==> src/rtl/sys_frame_pkg.sv <==
// Shared definitions for the one-bit-per-clock frame link (receiver and transmitter).
package sys_frame_pkg;

  typedef enum logic [2:0] {
    ST_IDLE,
    ST_DATA,
    ST_PARITY,
    ST_STOP,
    ST_FLUSH
  } rx_state_t;

  localparam logic PAR_EVEN  = 1'b0;
  localparam logic PAR_ODD   = 1'b1;
  localparam logic START_BIT = 1'b0;
  localparam logic STOP_BIT  = 1'b1;

endpackage

==> src/rtl/sys_frame_rx_if.sv <==
// Serial link inputs and received-word result signals of the frame receiver.
interface sys_frame_rx_if #(
  parameter int DATA_WIDTH = 8
);

  logic                  SER_IN;
  logic                  SER_VLD;
  logic                  PAR_EN;
  logic                  PAR_TYP;
  logic [DATA_WIDTH-1:0] RX_DATA;
  logic                  DATA_VLD;
  logic                  PAR_ERR;
  logic                  STP_ERR;
  logic                  FRM_ERR;
  logic                  BUSY;

  modport master (
    output SER_IN, SER_VLD, PAR_EN, PAR_TYP,
    input  RX_DATA, DATA_VLD, PAR_ERR, STP_ERR, FRM_ERR, BUSY
  );

  modport slave (
    input  SER_IN, SER_VLD, PAR_EN, PAR_TYP,
    output RX_DATA, DATA_VLD, PAR_ERR, STP_ERR, FRM_ERR, BUSY
  );

endinterface

==> src/rtl/sys_parity_chk.sv <==
// Expected parity bit for a data word: XOR of the bits, inverted for odd parity.
module sys_parity_chk
  import sys_frame_pkg::*;
#(
  parameter int DATA_WIDTH = 8
) (
  input  logic [DATA_WIDTH-1:0] i_data,
  input  logic                  i_par_typ,
  output logic                  o_par
);

  assign o_par = (^i_data) ^ (i_par_typ == PAR_ODD);

endmodule

==> src/rtl/sys_frame_rx.sv <==
// Frame receiver: start, LSB-first data, optional parity, stop; flags parity/stop/framing errors.
module sys_frame_rx
  import sys_frame_pkg::*;
#(
  parameter int DATA_WIDTH = 8
) (
  input  logic           CLK,
  input  logic           RST,
  sys_frame_rx_if.slave  bus
);

  localparam int CNT_W = (DATA_WIDTH > 1) ? $clog2(DATA_WIDTH) : 1;
  localparam logic [CNT_W-1:0] LAST_BIT = CNT_W'(DATA_WIDTH - 1);

  rx_state_t             r_state;
  logic [CNT_W-1:0]      r_cnt;
  logic [DATA_WIDTH-1:0] r_shift;
  logic [DATA_WIDTH-1:0] r_rx_data;
  logic                  r_par_en;
  logic                  r_par_typ;
  logic                  r_par_bad;
  logic                  r_data_vld;
  logic                  r_par_err;
  logic                  r_stp_err;
  logic                  r_frm_err;
  logic                  r_busy;
  logic                  w_exp_par;

  sys_parity_chk #(
    .DATA_WIDTH (DATA_WIDTH)
  ) u_par (
    .i_data    (r_shift),
    .i_par_typ (r_par_typ),
    .o_par     (w_exp_par)
  );

  // Data capture needs no reset: it is only consumed after a full DATA phase.
  always_ff @(posedge CLK) begin
    if (r_state == ST_DATA && bus.SER_VLD) begin
      r_shift[r_cnt] <= bus.SER_IN;
    end
  end

  always_ff @(posedge CLK) begin
    if (RST) begin
      r_state    <= ST_IDLE;
      r_cnt      <= '0;
      r_rx_data  <= '0;
      r_par_en   <= 1'b0;
      r_par_typ  <= PAR_EVEN;
      r_par_bad  <= 1'b0;
      r_data_vld <= 1'b0;
      r_par_err  <= 1'b0;
      r_stp_err  <= 1'b0;
      r_frm_err  <= 1'b0;
      r_busy     <= 1'b0;
    end else begin
      r_data_vld <= 1'b0;
      r_par_err  <= 1'b0;
      r_stp_err  <= 1'b0;
      r_frm_err  <= 1'b0;
      case (r_state)
        ST_IDLE: begin
          if (bus.SER_VLD) begin
            r_busy <= 1'b1;
            if (bus.SER_IN == START_BIT) begin
              r_state   <= ST_DATA;
              r_cnt     <= '0;
              r_par_en  <= bus.PAR_EN;
              r_par_typ <= bus.PAR_TYP;
              r_par_bad <= 1'b0;
            end else begin
              r_frm_err <= 1'b1;
              r_state   <= ST_FLUSH;
            end
          end
        end
        ST_DATA: begin
          if (!bus.SER_VLD) begin
            r_frm_err <= 1'b1;
            r_state   <= ST_IDLE;
            r_busy    <= 1'b0;
          end else if (r_cnt == LAST_BIT) begin
            r_state <= r_par_en ? ST_PARITY : ST_STOP;
          end else begin
            r_cnt <= r_cnt + 1'b1;
          end
        end
        ST_PARITY: begin
          if (!bus.SER_VLD) begin
            r_frm_err <= 1'b1;
            r_state   <= ST_IDLE;
            r_busy    <= 1'b0;
          end else begin
            r_par_bad <= (bus.SER_IN != w_exp_par);
            r_state   <= ST_STOP;
          end
        end
        ST_STOP: begin
          r_state <= ST_IDLE;
          r_busy  <= 1'b0;
          if (!bus.SER_VLD) begin
            r_frm_err <= 1'b1;
          end else begin
            r_rx_data  <= r_shift;
            r_par_err  <= r_par_bad;
            r_stp_err  <= (bus.SER_IN != STOP_BIT);
            r_data_vld <= !r_par_bad && (bus.SER_IN == STOP_BIT);
          end
        end
        ST_FLUSH: begin
          // A bad start bit discards the rest of that valid burst.
          if (!bus.SER_VLD) begin
            r_state <= ST_IDLE;
            r_busy  <= 1'b0;
          end
        end
        default: begin
          r_state <= ST_IDLE;
          r_busy  <= 1'b0;
        end
      endcase
    end
  end

  assign bus.RX_DATA  = r_rx_data;
  assign bus.DATA_VLD = r_data_vld;
  assign bus.PAR_ERR  = r_par_err;
  assign bus.STP_ERR  = r_stp_err;
  assign bus.FRM_ERR  = r_frm_err;
  assign bus.BUSY     = r_busy;

endmodule
==> src/flat_wrapper.sv <==
// flat-port wrapper written by rule: the top's interface ports become plain ports
module sys_frame_rx_flat import sys_frame_pkg::*;
#(
  parameter int DATA_WIDTH = 8
)
  (CLK, RST, bus_SER_IN, bus_SER_VLD, bus_PAR_EN, bus_PAR_TYP, bus_RX_DATA, bus_DATA_VLD, bus_PAR_ERR, bus_STP_ERR, bus_FRM_ERR, bus_BUSY);
  sys_frame_rx_if #(.DATA_WIDTH(DATA_WIDTH)) bus_i ();
  input  logic CLK;
  input  logic RST;
  input wire logic [$bits(bus_i.SER_IN)-1:0] bus_SER_IN;
  input wire logic [$bits(bus_i.SER_VLD)-1:0] bus_SER_VLD;
  input wire logic [$bits(bus_i.PAR_EN)-1:0] bus_PAR_EN;
  input wire logic [$bits(bus_i.PAR_TYP)-1:0] bus_PAR_TYP;
  output wire logic [$bits(bus_i.RX_DATA)-1:0] bus_RX_DATA;
  output wire logic [$bits(bus_i.DATA_VLD)-1:0] bus_DATA_VLD;
  output wire logic [$bits(bus_i.PAR_ERR)-1:0] bus_PAR_ERR;
  output wire logic [$bits(bus_i.STP_ERR)-1:0] bus_STP_ERR;
  output wire logic [$bits(bus_i.FRM_ERR)-1:0] bus_FRM_ERR;
  output wire logic [$bits(bus_i.BUSY)-1:0] bus_BUSY;
  assign bus_i.SER_IN = bus_SER_IN;
  assign bus_i.SER_VLD = bus_SER_VLD;
  assign bus_i.PAR_EN = bus_PAR_EN;
  assign bus_i.PAR_TYP = bus_PAR_TYP;
  assign bus_RX_DATA = bus_i.RX_DATA;
  assign bus_DATA_VLD = bus_i.DATA_VLD;
  assign bus_PAR_ERR = bus_i.PAR_ERR;
  assign bus_STP_ERR = bus_i.STP_ERR;
  assign bus_FRM_ERR = bus_i.FRM_ERR;
  assign bus_BUSY = bus_i.BUSY;
  sys_frame_rx #(.DATA_WIDTH(DATA_WIDTH)) u_core (.CLK(CLK), .RST(RST), .bus(bus_i));
endmodule
==> config.mk <==
export PLATFORM = sky130hd
export DESIGN_NAME = sys_frame_rx_flat
export DESIGN_NICKNAME = d
export VERILOG_FILES = /design/src/rtl/sys_frame_pkg.sv /design/src/rtl/sys_frame_rx_if.sv /design/src/rtl/sys_parity_chk.sv /design/src/rtl/sys_frame_rx.sv /design/src/flat_wrapper.sv
export SDC_FILE = /design/constraint.sdc
export NUM_CORES = 1
export LEC_CHECK = 0
export BUFFER_PORTS_ARGS = -buffer_cell sky130_fd_sc_hd__buf_2
export CAP_MARGIN = 20
export CELL_PAD_IN_SITES_DETAIL_PLACEMENT = 0
export CELL_PAD_IN_SITES_GLOBAL_PLACEMENT = 1
export CORE_UTILIZATION = 43
export DETAILED_ROUTE_END_ITERATION = 16
export PLACE_DENSITY = 0.89
export SLEW_MARGIN = 20
export SYNTH_ARGS = -nofsm -noshare
export SYNTH_HDL_FRONTEND = slang
export SYNTH_HIERARCHICAL = 1
export SYNTH_SLANG_ARGS = --single-unit
==> constraint.sdc <==
create_clock -name CLK -period 1.95 [get_ports CLK]
set_input_delay 0.2925 -clock CLK [delete_from_list [all_inputs] [get_ports CLK]]
set_output_delay 0.2925 -clock CLK [all_outputs]
set_load 0.05 [all_outputs]
* After elaboration in Yosys (flattened, before gate mapping)
Index checks and enable logic that the tools add are counted.
Storage, ports and cells: register bits 30, latch bits 0, memory bits (writable) 0, memory bits (read-only) 0, output and inout bits 13, memories 0
Cells by class: $add $sub $neg 1, $mul 0, div/mod/pow operators 0, magnitude comparators 2, eq/ne operators 14, shift-type cells 0, mux-type cells 27, bitwise logic cells 4, reduce and logical (&&, ||, !) cells 17
Operators with widths (number):
- $mux 3 | 9
- $ne 2x2->1 const B | 7
- $pmux 3 s4 | 1
- $mux 1 | 10
- $reduce_or 3->1 | 3
- $bwmux 8 | 1
- $reduce_xor 8->1 | 1
- $eq 3x2->1 const B | 2
- $eq 3x3->1 const B | 2
- $pmux 1 s2 | 3
- $pmux 3 s2 | 1
- $reduce_and 3->1 | 2
- $reduce_and 5->1 | 1
- $lt 3x4->1 const B | 1
- $reduce_and 2->1 | 2
- $reduce_and 4->1 | 1
- $reduce_bool 2->1 | 2
- $add 3x1->3 const B | 1
- $demux 1 s3 | 1
- $eq 3x1->1 const B | 1
- $ge 3x1->1 const B | 1
- $logic_and 1x1->1 | 3
- $logic_not 3->1 | 1
- $ne 3x3->1 const B | 1
- 5 further kinds | 7

* Logic depth before layout (Yosys ltp)
depth after elaboration 5, gate-level depth with buffers 6, gate-level depth less buffers 6

* By module
Netlist, hierarchy kept.
Modules (own cells, without submodules):
- sys_frame_rx | instances 1, cells an instance 133, area each 1288.7 um^2, seq. area each 680.7 um^2
- sys_parity_chk | instances 1, cells an instance 7, area each 82.6 um^2, seq. area each 0.0 um^2

* Least setup slack after synthesis
OpenSTA, ideal clock, no wires.
path kind flip-flop to flip-flop, from reg u_core.r_shift[4], to reg u_core.r_par_bad, arrival 1.473 ns, slack 0.407 ns, stages on the path, launching flop included 7, cell sequence edfxtp_1 -> xnor2_1 -> xnor3_1 -> xnor2_1 -> xor2_1 -> nand3b_1 -> a21oi_1
Between the ends: longest elaborated chain between the ends 5
RTL lines:
- start, declared | line sys_frame_rx.sv:17 | logic [DATA_WIDTH-1:0] r_shift;
- start signal, assigned by index | line sys_frame_rx.sv:40 | r_shift[r_cnt] <= bus.SER_IN;
- $reduce_xor 8->1 | line sys_parity_chk.sv:12 | assign o_par = (^i_data) ^ (i_par_typ == PAR_ODD);
- $xor 1x1->1 | line sys_parity_chk.sv:12
- named net u_core.w_exp_par | line sys_frame_rx.sv:27 | logic w_exp_par;
- $ne 1x1->1 | line sys_frame_rx.sv:95 | r_par_bad <= (bus.SER_IN != w_exp_par);
- $mux 1 | line sys_frame_rx.sv:90 | if (!bus.SER_VLD) begin
- $pmux 1 s2 | line sys_frame_rx.sv:62 | case (r_state)
- end signal, assigned | line sys_frame_rx.sv:95
- end, declared | line sys_frame_rx.sv:21 | logic r_par_bad;
The timed path passes the listed nets, and every way through them passes these cells. The select of a mux whose other input is x is not followed. A chain may end at the register's enable or synchronous reset.

* Worst setup path in the final report
Same ends and word-level chain as after synthesis.

==> metrics <==
Synth area leader=dfxtp_1; Root Driver=clkbuf_4; Peak supply drop=224.5 uV; Setup Buffers After CTS=0; Final Net Count=165; WP data required=2.21 ns; vias in the first global route=908; Slew HR=66.93%; n_diodes=0; max-slew violation count=0; final WL=2423 um; RSZ-0062 raised after global routing=false; Post-synth EDFFs=8; CP endpoint kind=flip-flop; Pre-Repair DR Iteration Count=4; most common cell after layout, fill and taps aside=dfxtp_1; R2R cell count=6; Avg WL per Cell=12.00 um; GRT Total Usage=16.07%; CTS tree=yes; CTS HTree Levels=2; Worst Hold Slack=0.2214 ns; Starting DRT DRC Count=39; worst-skew pair later-pin latency=0.33 ns; row cnt=20; PortBufs=18; worst hold start=bus_PAR_TYP; global route total overflow=0; Worst Slack Setup Final=0.2546 ns; ys async rst share=0%; Clock Pin Slew Worst Setup and Hold Paths=0.09 ns; status=completed; IO Count=19; largest net degree at the start of global routing=26; Final min period=1.695 ns; Post-CTS Hold Buffers=0; final design instance area without fill=1531 um^2; RD Place Congestion=0.8133; Yosys warning count=6; post-route ant nets=0; Worst setup SP type=flip-flop; CP Class=reg -> reg; Post-Place Cell Area=1481 um^2; PostCTS Resize Cnt=0; sequential area share after synthesis=49.64%; dpl ws=0.2672 ns; Pwr Density=712.0 nW/um^2; worst-path maximum fanout=2; CP arrival=1.96 ns; clock sink count=30; Final TNS setup=0 ns; Synthesized Nets=148; top post-synthesis cells by area=dfxtp_1 (32%), edfxtp_1 (18%), nand2_1 (5.2%), a21oi_1 (4.4%), nand2b_1 (3.2%); syn avg cell area=9.795 um^2; Design Power=1.090 mW; Final Hold Viols=0; setup violators final=0; fin crit share=86.95%; Synth Cell Area=1371 um^2; CTS Buffer Depth=2; post-layout util=50.58%; leakage=0.5761 nW; most frequent cells in the layout=dfxtp_1 (22), nand2_1 (19), buf_2 (18), a21oi_1 (12); Die Span Y=58.47 um; die footprint=3419 um^2; core area=3028 um^2; HPWL after DPL=1681 um; Critical Path Start=u_core/r_shift[4]$_DFFE_PP_; Initial Utilization=45.29%; max_cap viols=0; fraction of layout cells with a size suffix above 1=19.62%; synthesized flop and latch total=30; CTS buffer count=5; cells after synthesis=140; initial antenna violation count=0; Slew @ Worst Pin=0.4954 ns; skew final=0.007004 ns; drt drc=0; Die Wd=58.47 um; DP Cell Count=194; first-pass GRT wire length=3953 um; Non-Filler Instances=202; worst reg2reg startpoint=u_core/r_shift[4]$_DFFE_PP_; Layout area overhead=11.68%; Most used DFF post-synth=dfxtp_1; Hold WC Path Type=in -> reg; synth unique cells=39; hold path depth=3; fmax=589.8 MHz; top cell type's share of synthesized area=32.12%; Via density=5.054; routed via count=1021
## cell usage after synthesis, types with 2 or more instances
| cell | instances |
|---|---|
| nor3b_1 | 3 |
| nand3_1 | 3 |
| mux2i_1 | 3 |
| nand2b_1 | 7 |
| xor2_1 | 2 |
| inv_1 | 2 |
| nor2_1 | 8 |
| o21ai_0 | 3 |
| nand4_1 | 2 |
| dfxtp_1 | 22 |
| nor2b_1 | 2 |
| nor3_1 | 6 |
| clkbuf_1 | 7 |
| ha_1 | 2 |
| xnor2_1 | 4 |
| o31ai_1 | 2 |
| nand3b_1 | 2 |
| a21oi_1 | 12 |
| nand2_1 | 19 |
| edfxtp_1 | 8 |
| and2b_1 | 2 |
| mux2_2 | 2 |
## final timing paths
| path | endpoint | slack, ns |
|---|---|---|
| setup / recovery | u_core/r_par_bad$_SDFFE_PP0P_ | 0.25 |
| hold / removal | u_core/r_par_typ$_SDFFE_PP0P_ | 0.22 |
| setup reg to reg | u_core/r_par_bad$_SDFFE_PP0P_ | 0.25 |
| hold reg to reg | u_core/bus.RX_DATA[0]$_SDFFE_PP0P_ | 0.45 |
## worst max-delay path, stage by stage (launching register included)
cell      delay (ns)
edfxtp_1        0.42
xnor2_1         0.18
xnor3_1         0.42
xnor2_1         0.20
xor2_1          0.18
nand3b_1        0.09
a21oi_1         0.15
## routing by layer
metal / wire (um) / vias up / track usage [%]
met5: 0 / - / 0
met4: 33 / 0 / 9.184
met3: 114 / 4 / 5.934
met2: 1209 / 23 / 25.94
met1: 1065 / 469 / 18.37
li1: - / 525 / -
## area by class of cell
type	instances	area, um^2
Clock buffer	6	41.29
Clock inverter	2	8.758
Fill cell	286	1496
Inverter	2	7.507
Multi-Input combinational cell	98	633.1
Sequential cell	30	680.7
Tap cell	44	55.05
Timing Repair Buffer	20	105.1
## power breakdown
part	total, mW	leakage, nW	internal (mW)	switching (mW)
logic	0.0891	0.296	0.0354	0.0537
clock network	0.342	0.0297	0.135	0.207
registers	0.659	0.250	0.647	0.0116
total	1.09	0.576	0.818	0.273
## cells by family after synthesis
family / Yosys count / share of synthesized area, %
AOI/OAI and AO/OA: 21 / 9.124
xor gates and xnor gates: 8 / 6.661
adders and majority gates: 3 / 2.554
buffers and inverters: 12 / 4.197
DFF: 30 / 49.63
muxes: 5 / 3.832
and+or+nand+nor: 61 / 24.00
## flip-flops by register name, summed over array words and instances (netlist names)
signal,count
u_core/bus.BUSY,1
u_core/bus.DATA_VLD,1
u_core/bus.FRM_ERR,1
u_core/bus.PAR_ERR,1
u_core/bus.RX_DATA,8
u_core/bus.STP_ERR,1
u_core/r_cnt,3
u_core/r_par_bad,1
u_core/r_par_en,1
u_core/r_par_typ,1
u_core/r_shift,8
u_core/r_state,3
Power figures use the tool's default switching activity.
